**src/rtl/reset_boot_sequencer_if.sv**
```systemverilog
// Boot sequencer bus: software reset request, IMEM read port and core-facing
// reset/PC-load outputs. master = sequencer, slave = core/memory side.
`timescale 1ns/1ps
interface reset_boot_sequencer_if;
    logic       sw_rst_req;
    logic [7:0] imem_data;
    logic       imem_rd;
    logic [7:0] imem_addr;
    logic       core_rst_n;
    logic       pc_load;
    logic [7:0] pc_value;
    logic       boot_done;

    modport master (
        input  sw_rst_req, imem_data,
        output imem_rd, imem_addr, core_rst_n, pc_load, pc_value, boot_done
    );
    modport slave (
        output sw_rst_req, imem_data,
        input  imem_rd, imem_addr, core_rst_n, pc_load, pc_value, boot_done
    );
endinterface

```
**src/rtl/reset_boot_sequencer.sv**
```systemverilog
// Reset/boot sequencer: synchronizes reset release, stretches core reset,
// fetches the reset vector from IMEM and loads it into the core PC.
`timescale 1ns/1ps
module reset_boot_sequencer #(
    parameter int         STRETCH_CYCLES = 4,
    parameter int         MEM_LATENCY    = 1,
    parameter logic [7:0] VECTOR_ADDR    = 8'h00
) (
    input  logic                          clk,
    input  logic                          rst_n,
    reset_boot_sequencer_if.master        bus
);
    typedef enum logic [2:0] {
        S_HOLD, S_STRETCH, S_FETCH, S_WAIT, S_LOAD, S_RUN
    } state_t;

    state_t     state;
    logic [1:0] sync;
    logic [7:0] cnt;
    logic       rst_sync;

    // Release is synchronized; assertion clears the flops asynchronously.
    always_ff @(posedge clk or negedge rst_n) begin
        if (!rst_n) sync <= 2'b00;
        else        sync <= {sync[0], 1'b1};
    end
    assign rst_sync      = sync[1];
    assign bus.imem_addr = VECTOR_ADDR;

    // Outputs are registered: each transition sets the values of the state entered.
    always_ff @(posedge clk or negedge rst_n) begin
        if (!rst_n) begin
            state          <= S_HOLD;
            cnt            <= 8'd0;
            bus.imem_rd    <= 1'b0;
            bus.core_rst_n <= 1'b0;
            bus.pc_load    <= 1'b0;
            bus.pc_value   <= 8'h00;
            bus.boot_done  <= 1'b0;
        end else begin
            case (state)
                S_HOLD: begin
                    if (rst_sync) begin
                        state <= S_STRETCH;
                        cnt   <= 8'd0;
                    end
                end
                S_STRETCH: begin
                    if (cnt == 8'(STRETCH_CYCLES - 1)) begin
                        state       <= S_FETCH;
                        cnt         <= 8'd0;
                        bus.imem_rd <= 1'b1;
                    end else begin
                        cnt <= cnt + 8'd1;
                    end
                end
                S_FETCH: begin
                    state       <= S_WAIT;
                    cnt         <= 8'd0;
                    bus.imem_rd <= 1'b0;
                end
                S_WAIT: begin
                    if (cnt == 8'(MEM_LATENCY - 1)) begin
                        state        <= S_LOAD;
                        cnt          <= 8'd0;
                        bus.pc_value <= bus.imem_data;
                        bus.pc_load  <= 1'b1;
                    end else begin
                        cnt <= cnt + 8'd1;
                    end
                end
                S_LOAD: begin
                    state          <= S_RUN;
                    bus.pc_load    <= 1'b0;
                    bus.core_rst_n <= 1'b1;
                    bus.boot_done  <= 1'b1;
                end
                S_RUN: begin
                    // Warm reset keeps pc_value until the next capture.
                    if (bus.sw_rst_req) begin
                        state          <= S_STRETCH;
                        cnt            <= 8'd0;
                        bus.core_rst_n <= 1'b0;
                        bus.boot_done  <= 1'b0;
                    end
                end
                default: begin
                    state <= S_HOLD;
                    cnt   <= 8'd0;
                end
            endcase
        end
    end
endmodule
```
**src/flat_wrapper.sv**
```systemverilog
// flat-port wrapper written by rule: the top's interface ports become plain ports
module reset_boot_sequencer_flat 
#(
    parameter int         STRETCH_CYCLES = 4,
    parameter int         MEM_LATENCY    = 1,
    parameter logic [7:0] VECTOR_ADDR    = 8'h00
)
  (clk, rst_n, bus_sw_rst_req, bus_imem_data, bus_imem_rd, bus_imem_addr, bus_core_rst_n, bus_pc_load, bus_pc_value, bus_boot_done);
  reset_boot_sequencer_if bus_i ();
  input  logic clk;
  input  logic rst_n;
  input wire logic [$bits(bus_i.sw_rst_req)-1:0] bus_sw_rst_req;
  input wire logic [$bits(bus_i.imem_data)-1:0] bus_imem_data;
  output wire logic [$bits(bus_i.imem_rd)-1:0] bus_imem_rd;
  output wire logic [$bits(bus_i.imem_addr)-1:0] bus_imem_addr;
  output wire logic [$bits(bus_i.core_rst_n)-1:0] bus_core_rst_n;
  output wire logic [$bits(bus_i.pc_load)-1:0] bus_pc_load;
  output wire logic [$bits(bus_i.pc_value)-1:0] bus_pc_value;
  output wire logic [$bits(bus_i.boot_done)-1:0] bus_boot_done;
  assign bus_i.sw_rst_req = bus_sw_rst_req;
  assign bus_i.imem_data = bus_imem_data;
  assign bus_imem_rd = bus_i.imem_rd;
  assign bus_imem_addr = bus_i.imem_addr;
  assign bus_core_rst_n = bus_i.core_rst_n;
  assign bus_pc_load = bus_i.pc_load;
  assign bus_pc_value = bus_i.pc_value;
  assign bus_boot_done = bus_i.boot_done;
  reset_boot_sequencer #(.STRETCH_CYCLES(STRETCH_CYCLES), .MEM_LATENCY(MEM_LATENCY), .VECTOR_ADDR(VECTOR_ADDR)) u_core (.clk(clk), .rst_n(rst_n), .bus(bus_i));
endmodule
```
**config.mk**
```make
export PLATFORM = sky130hd
export DESIGN_NAME = reset_boot_sequencer_flat
export DESIGN_NICKNAME = d
export VERILOG_FILES = /design/src/rtl/reset_boot_sequencer_if.sv /design/src/rtl/reset_boot_sequencer.sv /design/src/flat_wrapper.sv
export SDC_FILE = /design/constraint.sdc
export NUM_CORES = 1
export LEC_CHECK = 0
export ABC_AREA = 1
export CORE_MARGIN = 2
export CORE_UTILIZATION = 40
export CTS_BUF_LIST = sky130_fd_sc_hd__clkbuf_4
export DETAILED_ROUTE_END_ITERATION = 10
export MAX_ROUTING_LAYER = met4
export PLACE_DENSITY = 0.65
export REMOVE_ABC_BUFFERS = 1
export SYNTH_ARGS = -nofsm -noshare
export SYNTH_HDL_FRONTEND = slang
export SYNTH_SLANG_ARGS = --single-unit
```
**constraint.sdc**
```tcl
create_clock -name clk -period 2.9 [get_ports clk]
set_input_delay 0.29 -clock clk [delete_from_list [all_inputs] [get_ports clk]]
set_output_delay 0.29 -clock clk [all_outputs]
set_load 0.05 [all_outputs]
```
[Word level (Yosys, flattened, before mapping)]
Cells that the tools add are included.
Storage, ports and cells
  register bits after elaboration: 24
  logic and storage cells: 46
Operators by class
  add/subtract/negate cells: 1
  equality and inequality tests: 10
  mux-type cells: 16
  bitwise logic cells: 1
  reductions and logical operators: 11
Operators with widths (number)
  one-hot mux 8 bit (5 select lines): 1
  two-way mux 8 bit: 4
  one-hot mux 3 bit (6 select lines): 1
  two-way mux 3 bit: 4
  adder 8 x 1 -> 8 bit, second input constant: 1
  == test 8 x 2 -> 1 bit, second input constant: 1
  logical NOT 8 bit: 1
  AND reduction 2 bit: 4
  == test 3 x 2 -> 1 bit, second input constant: 2
  == test 3 bit, second input constant: 2
  != test 2 x 1 -> 1 bit, second input constant: 3
  one-hot mux 1 bit (2 select lines): 3
  nonzero test 2 bit: 3
  AND reduction 4 bit: 1
  == test 3 x 1 -> 1 bit, second input constant: 1
  logical NOT 3 bit: 1
  two-way mux 1 bit: 3
  AND reduction 3 bit: 1
  != test 2 bit, second input constant: 1
  inverter 1 bit: 1

[Logic depth before layout (Yosys ltp)]
Gate-level depths: netlist of the first run.
  depth in word-level cells: 3
  depth in mapped cells: 7
  mapped depth without buffers: 7

[Worst setup path before layout of the first run]
Ideal clock, no wire load.
  path type: reg-to-reg
  start point: register u_core.cnt[0]
  end point: register u_core.cnt[0]
  data arrival time: 1.153 ns
  required time: 2.773 ns
  path slack: 1.619 ns
  cell stages (with the launch flop): 8
  buffers on the path: 0
  clock period less this slack: 1.281 ns
  path through: dfrtp_1 -> inv_1 -> ha_1 -> nand2_1 -> o21ai_2 -> nand2_1 -> nand2_1 -> o21ai_0
On the way
  longest elaborated chain between the ends: 3
  elaborated cells on any way between the ends: 6
  classes of those cells: add/sub: 1; eq/ne: 1; mux: 3; reduce/logical: 1
RTL lines
  start, declared: line reset_boot_sequencer.sv:19  | logic [7:0] cnt;
  start signal, assigned: line reset_boot_sequencer.sv:54  | cnt <= cnt + 8'd1;
  start signal, assigned: line reset_boot_sequencer.sv:69  | cnt <= cnt + 8'd1;
  adder 8 x 1 -> 8 bit, or another cell as far along: line reset_boot_sequencer.sv:54, reset_boot_sequencer.sv:69
  two-way mux 8 bit, on equally long branches: line reset_boot_sequencer.sv:63, reset_boot_sequencer.sv:49
  one-hot mux 8 bit (5 select lines) (*): line reset_boot_sequencer.sv:41  | case (state)
Mark *: on every way between the ends. The rest lies on a longest branch, timed or not.
A chain may end at the register's enable or synchronous reset.

[Worst setup path after layout of the first run]
  start point: register u_core.bus.pc_load
  end point: output port bus_pc_load
RTL lines
  start, declared: line reset_boot_sequencer_if.sv:16  | output imem_rd, imem_addr, core_rst_n, pc_load, pc_value, boot_done
  start signal, assigned: line reset_boot_sequencer.sv:37  | bus.pc_load <= 1'b0;
  start signal, assigned: line reset_boot_sequencer.sv:67  | bus.pc_load <= 1'b1;
  start signal, assigned: line reset_boot_sequencer.sv:74  | bus.pc_load <= 1'b0;
  end, declared: line flat_wrapper.sv:17  | output wire logic [$bits(bus_i.pc_load)-1:0] bus_pc_load;
No word-level cell between the ends.

==> impl_metrics.py, run 1 <==
metrics = {
    "run_status": {
        "status": "finished, final reports clean",
    },
    "grt": {
        "grt_overflow": 0,
        "grt_busiest_layer": "met2",
        "first_global_vias": 999,
        "grt.met1_usage_pct": 20.91,
        "grt_pass1_wl_um": 4278,
        "grtUsageTotal_pct": 15.72,
        "grt_max_degree": 25,
        "grt_util_met3_pct": 3.838,
        "antenna_found_initial": 0,
        "grtUsageMet2_pct": 25.19,
    },
    "sta": {
        "slew_headroom_pct": 66.61,
        "hold_ws_ps": 295.9,
        "finClkSkew_ps": 11.25,
        "tns_ps": 0,
        "worst_slew_pin_slew_ps": 499.3,
        "period_share_pct": 62.19,
        "max_freq_mhz": 554.5,
        "hold_viol_final": 0,
        "drv_slew": 0,
        "fin_crit_ps": 1803,
        "setup_violations": 0,
        "rsz0062_at_grt": "no",
    },
    "worst_setup_path": {
        "arrival_ps": 1510,
        "critPathTopFamily": "buffers and inverters",
        "critPathLaunch": "u_core.bus.pc_load",
        "cp_data_required_time_ps": 2610,
        "r2r_cells": 7,
        "regToRegEndpoint": "u_core.cnt[0]",
        "endpoint": "bus_pc_load",
        "timing.rr.start": "u_core.cnt[0]",
        "endpoint_kind": "output port",
        "slowest_delay_ps": 810,
        "path_class": "register to output port",
        "crit_slowest_cell": "clkdlybuf4s50_1",
        "crit_cells": 1,
        "cp-start-kind": "register",
        "r2r_slack_ps": 1380,
        "crit_fanout": 2,
        "critPathBufInv": 1,
        "path_cells": "clkdlybuf4s50_1",
    },
    "detailed_routing": {
        "wirelength_um": 2434,
        "vias": 1018,
        "ant_nets": 0,
        "drt_pass1_iterations": 4,
        "drc": 0,
        "viasPerCell": 4.586,
        "wl_per_cell_um": 10.96,
        "drtIter0Drc": 51,
    },
    "hold_path": {
        "min_path_type": "input port to async pin",
    },
    "finish": {
        "multi_input_area_um2": 553.0,
        "nNetsFinal": 192,
        "final_cell_area_mm2": 0.001572,
        "fill_cells": 309,
        "syn2layout_area_growth_pct": 21.94,
        "regArea_um2": 600.6,
        "diodes": 0,
        "layoutNonFillerInstCount": 222,
        "drive_above_1_share_pct": 12.36,
    },
    "cts": {
        "root_buffer": "clkbuf_4",
        "postCtsSetupBuffers": 0,
        "clk_pin_slew_ps": 140,
        "cts_buffers": 3,
        "ctsHoldBuffers": 0,
        "cts_tree": "built",
        "clkLatencyLatePin_ps": 320,
        "clockBufferDepth": 2,
        "htree_levels": 1,
        "cts_resized": 0,
        "cts.sinks": 24,
    },
    "power_and_ir_drop": {
        "ir_drop_mv": 0.5067,
        "powerDensity_mw_per_mm2": 1073,
        "sw_frac_of_total_pct": 48.24,
        "seq_power_share_pct": 31.4,
        "report.power.total_mw": 1.687,
        "leakagePower_nw": 0.7674,
        "comb_power_share_pct": 54.1,
        "p_clk_share_pct": 14.5,
        "internal-power_mw": 0.8730,
        "p_sw_mw": 0.8135,
    },
    "synthesis": {
        "synth_seq_cells": 24,
        "synth_cells": 154,
        "ys_warn_count": 0,
        "avgSynthCellArea_um2": 8.368,
        "synth_cell_types": 22,
        "syn_area_mm2": 0.001289,
        "ys_seq_area_share_pct": 46.60,
    },
    "placement": {
        "dpl.hpwl_um": 1848,
        "gp_congestion": 0.9132,
        "dpl-instance-area_mm2": 0.001519,
        "placedCellCount": 218,
        "numPortBuffers": 22,
    },
    "floorplanning": {
        "die_area_mm2": 0.003692,
        "rows": 20,
        "initial_utilization_pct": 42.21,
        "ios": 31,
        "coreArea_mm2": 0.003053,
        "dieHeight_um": 60.76,
        "die-width_um": 60.76,
    },
    "run": {
        "maxCapViolCount": 0,
    },
}
## power by group through the flow
stage	Sequential [mW]	Combinational (mW)	Clock, mW
4_1_cts	0.531	0.917	0.248
3_3_place_gp	0.532	0.894	0
6_report	0.530	0.912	0.245
2_1_floorplan	0.814	0.360	0
5_1_grt	0.548	0.984	0.265
3_5_place_dp	0.536	0.914	0
## cell families after synthesis
| family | count (synthesis) | synth area share, % |
|---|---|---|
| AOI/OAI and AO/OA | 25 | 13.49 |
| adders and majority gates | 2 | 1.941 |
| DFF | 24 | 46.60 |
| other | 2 | 0.5827 |
| and+or+nand+nor | 68 | 24.18 |
| xor gates and xnor gates | 1 | 0.6797 |
| buffers and inverters | 32 | 12.52 |
## metal layers
layer	vias up	wire length [um]
met4	0	10
met5	-	0
met1	476	1167
met2	21	1169
met3	2	86
li1	519	-
## area by class of cell
cell class | count | share of cell area, %
sequential | 24 | 38.22
inverter | 22 | 5.255
multi-input combinational | 105 | 35.19
tap | 44 | 3.503
clock buffer | 3 | 1.433
timing repair buffer | 23 | 14.49
clock inverter | 1 | 1.911
## how the worst min path moves through the flow
stage | start | end | slack, ps | cells after the start
final | rst_n | u_core.cnt[3] | 300 | 2
after global routing | rst_n | u_core.cnt[3] | 320 | 2
after CTS | rst_n | u_core.cnt[3] | 310 | 2
after detailed placement | u_core.sync[0] | u_core.sync[1] | 340 | 0
after global placement | u_core.sync[0] | u_core.sync[1] | 330 | 0
after floorplan | rst_n | u_core.bus.core_rst_n | -6 | 0
## per-stage QoR
step / util [%] / worst slack, ps
CTS: 51.48 / 1083
global placement: 49.75 / 1392
global route: 51.48 / 1026
floorplan: - / 1619
finish: 51.48 / 1097
detailed placement: 49.75 / 1337
## Yosys cell counts
cell	instances	area (um^2)
buf_4	9	67.56
buf_6	1	11.26
conb_1	2	7.510
dfrtp_1	24	600.6
ha_1	2	25.02
inv_1	19	71.32
inv_2	3	11.26
nand2_1	39	146.4
nand2_2	1	6.260
nand3_1	8	40.04
nand3b_1	1	7.510
nand4_1	3	18.77
nand4_4	1	21.27
nor2_1	11	41.29
nor2_2	2	12.51
nor2_4	1	11.26
o211ai_1	6	45.04
o21ai_0	9	45.04
o21ai_1	1	5.000
o21ai_2	9	78.83
or2_1	1	6.260
xor2_1	1	8.760
## layout by cell type (no fill, tap or decap), types with 6 or more instances in the layout
cell and instances:
clkdlybuf4s50_1 22, conb_1 9, dfrtp_1 24, inv_1 19, nand2_1 39, nand3_1 8
nor2_1 11, o211ai_1 6, o21ai_0 9, o21ai_2 9
## registers in the layout (all words and copies together), names as in the netlist
signal                 cells
u_core.bus.core_rst_n      1
u_core.bus.imem_rd         1
u_core.sync                2
u_core.bus.pc_value        8
u_core.cnt                 8
u_core.state               3
u_core.bus.pc_load         1
Power figures use the tool's default switching activity.
==> run 2, diff against run 1 <==
--- a/config.mk
+++ b/config.mk
@@ -11,7 +11,7 @@
 export CTS_BUF_LIST = sky130_fd_sc_hd__clkbuf_4
 export DETAILED_ROUTE_END_ITERATION = 10
 export MAX_ROUTING_LAYER = met4
-export PLACE_DENSITY = 0.65
+export PLACE_DENSITY = 0.67
 export REMOVE_ABC_BUFFERS = 1
 export SYNTH_ARGS = -nofsm -noshare
 export SYNTH_HDL_FRONTEND = slang
==> constraint.sdc (replaced) <==
create_clock -name clk -period 1.64 [get_ports clk]
set_input_delay 0.164 -clock clk [delete_from_list [all_inputs] [get_ports clk]]
set_output_delay 0.164 -clock clk [all_outputs]
set_load 0.05 [all_outputs]
==> run 2 against run 1 <==
  * Register-to-register slack worse by 1200 ps
  * Flip-flop and latch count did not move
  * Via count grew 2.7%
  * Power grew 63%
  * Sequential share of layout area increased by 1.2 points
  * Cell area shrank 3.1%
  * Worst hold slack lost 100 ps
  * Global-route usage grew 0.17 points
  * Clock skew decreased by 4.7 ps
  * Sequential power rose by 77%
  * Largest power group unchanged
==> impl_metrics.py, run 2 (synthesis results as in run 1) <==
metrics = {
    "run_status": {
        "status": "finished, final reports clean",
    },
    "grt": {
        "grt_max_degree": 25,
        "grt_overflow": 0,
        "grtUsageTotal_pct": 15.89,
        "grt_pass1_wl_um": 4347,
        "antenna_found_initial": 0,
        "first_global_vias": 1025,
    },
    "floorplanning": {
        "die-width_um": 60.76,
        "die_area_mm2": 0.003692,
        "ios": 31,
        "coreArea_mm2": 0.003053,
        "rows": 20,
        "dieHeight_um": 60.76,
        "initial_utilization_pct": 42.21,
    },
    "worst_setup_path": {
        "r2r_slack_ps": 150,
        "endpoint": "u_core.bus.pc_value[4]",
        "timing.rr.start": "u_core.cnt[4]",
        "r2r_cells": 6,
        "critPathTopFamily": "simple AND/OR/NAND/NOR gates",
        "cp-start-kind": "register",
        "crit_slowest_cell": "dfrtp_1",
        "regToRegEndpoint": "u_core.bus.pc_value[4]",
        "critPathBufInv": 1,
        "endpoint_kind": "register",
        "critPathLaunch": "u_core.cnt[4]",
        "arrival_ps": 1690,
        "cp_data_required_time_ps": 1840,
        "cp_common_cell": "nand2_1",
        "path_class": "register to register",
        "slowest_delay_ps": 480,
        "crit_cells": 6,
        "crit_fanout": 18,
        "path_cells": "nor2_1 -> nand2_1 -> inv_1 -> nand4_4 -> nand2_1 -> o21ai_2",
    },
    "detailed_routing": {
        "drtIter0Drc": 58,
        "viasPerCell": 4.686,
        "vias": 1045,
        "drt_pass1_iterations": 4,
        "wirelength_um": 2323,
        "ant_nets": 0,
        "wl_per_cell_um": 10.42,
        "drc": 0,
    },
    "finish": {
        "diodes": 0,
        "final_cell_mix": "39 x nand2_1, 24 x dfrtp_1, 19 x inv_1",
        "syn2layout_area_growth_pct": 18.16,
        "layoutNonFillerInstCount": 223,
        "final_cell_area_mm2": 0.001523,
        "nNetsFinal": 193,
        "drive_above_1_share_pct": 18.99,
        "largestRegisters": "u_core.bus.pc_value (8), u_core.cnt (8), u_core.state (3)",
        "mostFrequentLayoutCell": "nand2_1",
    },
    "power_and_ir_drop": {
        "leakagePower_nw": 0.7702,
        "report.power.total_mw": 2.745,
        "ir_drop_mv": 1.051,
        "powerDensity_mw_per_mm2": 1803,
    },
    "cts": {
        "clkLatencyLatePin_ps": 300,
        "cts_resized": 0,
        "ctsHoldBuffers": 0,
        "clockBufferDepth": 2,
        "cts_buffers": 3,
        "htree_levels": 1,
        "cts_tree": "built",
        "postCtsSetupBuffers": 0,
        "cts.sinks": 24,
        "root_buffer": "clkbuf_4",
        "clk_pin_slew_ps": 130,
    },
    "sta": {
        "hold_viol_final": 0,
        "fin_crit_ps": 1488,
        "rsz0062_at_grt": "no",
        "setup_violations": 0,
        "drv_slew": 0,
        "max_freq_mhz": 671.9,
        "tns_ps": 0,
        "period_share_pct": 90.75,
        "finClkSkew_ps": 6.513,
    },
    "placement": {
        "dpl.hpwl_um": 1836,
        "placedCellCount": 219,
        "gp_congestion": 0.8202,
        "dpl-instance-area_mm2": 0.001496,
        "numPortBuffers": 22,
    },
    "hold_path": {
        "min_path_type": "input port to async pin",
    },
    "run": {
        "maxCapViolCount": 0,
    },
}
[run 2: cell types whose count changed in the layout (fill, tap and decap cells not counted)]
cell             before  now
buf_4                 1   14
bufinv_16             1    0
clkinv_1              0    1
clkdlybuf4s50_1      22   10
[run 2: how the worst min path moves through the flow]
stage | from | to | slack [ps] | depth (start not counted)
finish | rst_n | u_core.cnt[7] | 200 | 2
global placement | u_core.sync[0] | u_core.sync[1] | 330 | 0
global route | rst_n | u_core.cnt[5] | 210 | 2
CTS | rst_n | u_core.cnt[7] | 210 | 2
detailed placement | u_core.sync[0] | u_core.sync[1] | 340 | 0
floorplan | rst_n | u_core.bus.core_rst_n | -130 | 0
[run 2: per-layer routing]
layer	wire length, um	vias up	global-route usage [%]
met1	1085	485	20.59
met3	117	4	2.132
met4	24	0	5.590
met5	0	-	-
met2	1095	34	25.50
li1	-	522	-
[run 2: per-stage QoR]
step | util (%) | worst slack, ps | hold WS (ps)
after floorplan | - | 359.3 | -131.6
after global placement | 49.02 | 217.1 | 334.1
after detailed placement | 49.02 | 163.1 | 341.1
after CTS | 49.88 | 143.4 | 205.4
after global routing | 49.88 | 15.04 | 212.9
final | 49.88 | 151.8 | 195.3
[run 2: layout make-up]
| type | instances | area [um^2] |
|---|---|---|
| clock inverters | 1 | 3.754 |
| multi-input cells | 105 | 553.0 |
| repair buffers | 24 | 205.2 |
| flip-flops and latches | 24 | 600.6 |
| fillers | 307 | 1530 |
| well taps | 44 | 55.05 |
| clock buffers | 3 | 22.52 |
| inverters | 22 | 82.58 |
[run 2: worst reg2reg max path, stage by stage (launching register included)]
cell     delay (ps)
dfrtp_1         480
nor2_1          130
nand2_1         120
inv_1           140
nand4_4         280
nand2_1         180
o21ai_2          60
[run 2: power by group]
| group | internal (mW) | total (mW) | switching, mW |
|---|---|---|---|
| clock | 0.0886 | 0.255 | 0.166 |
| sequential | 0.792 | 0.939 | 0.147 |
| combinational | 0.455 | 1.55 | 1.10 |
| total | 1.34 | 2.75 | 1.41 |
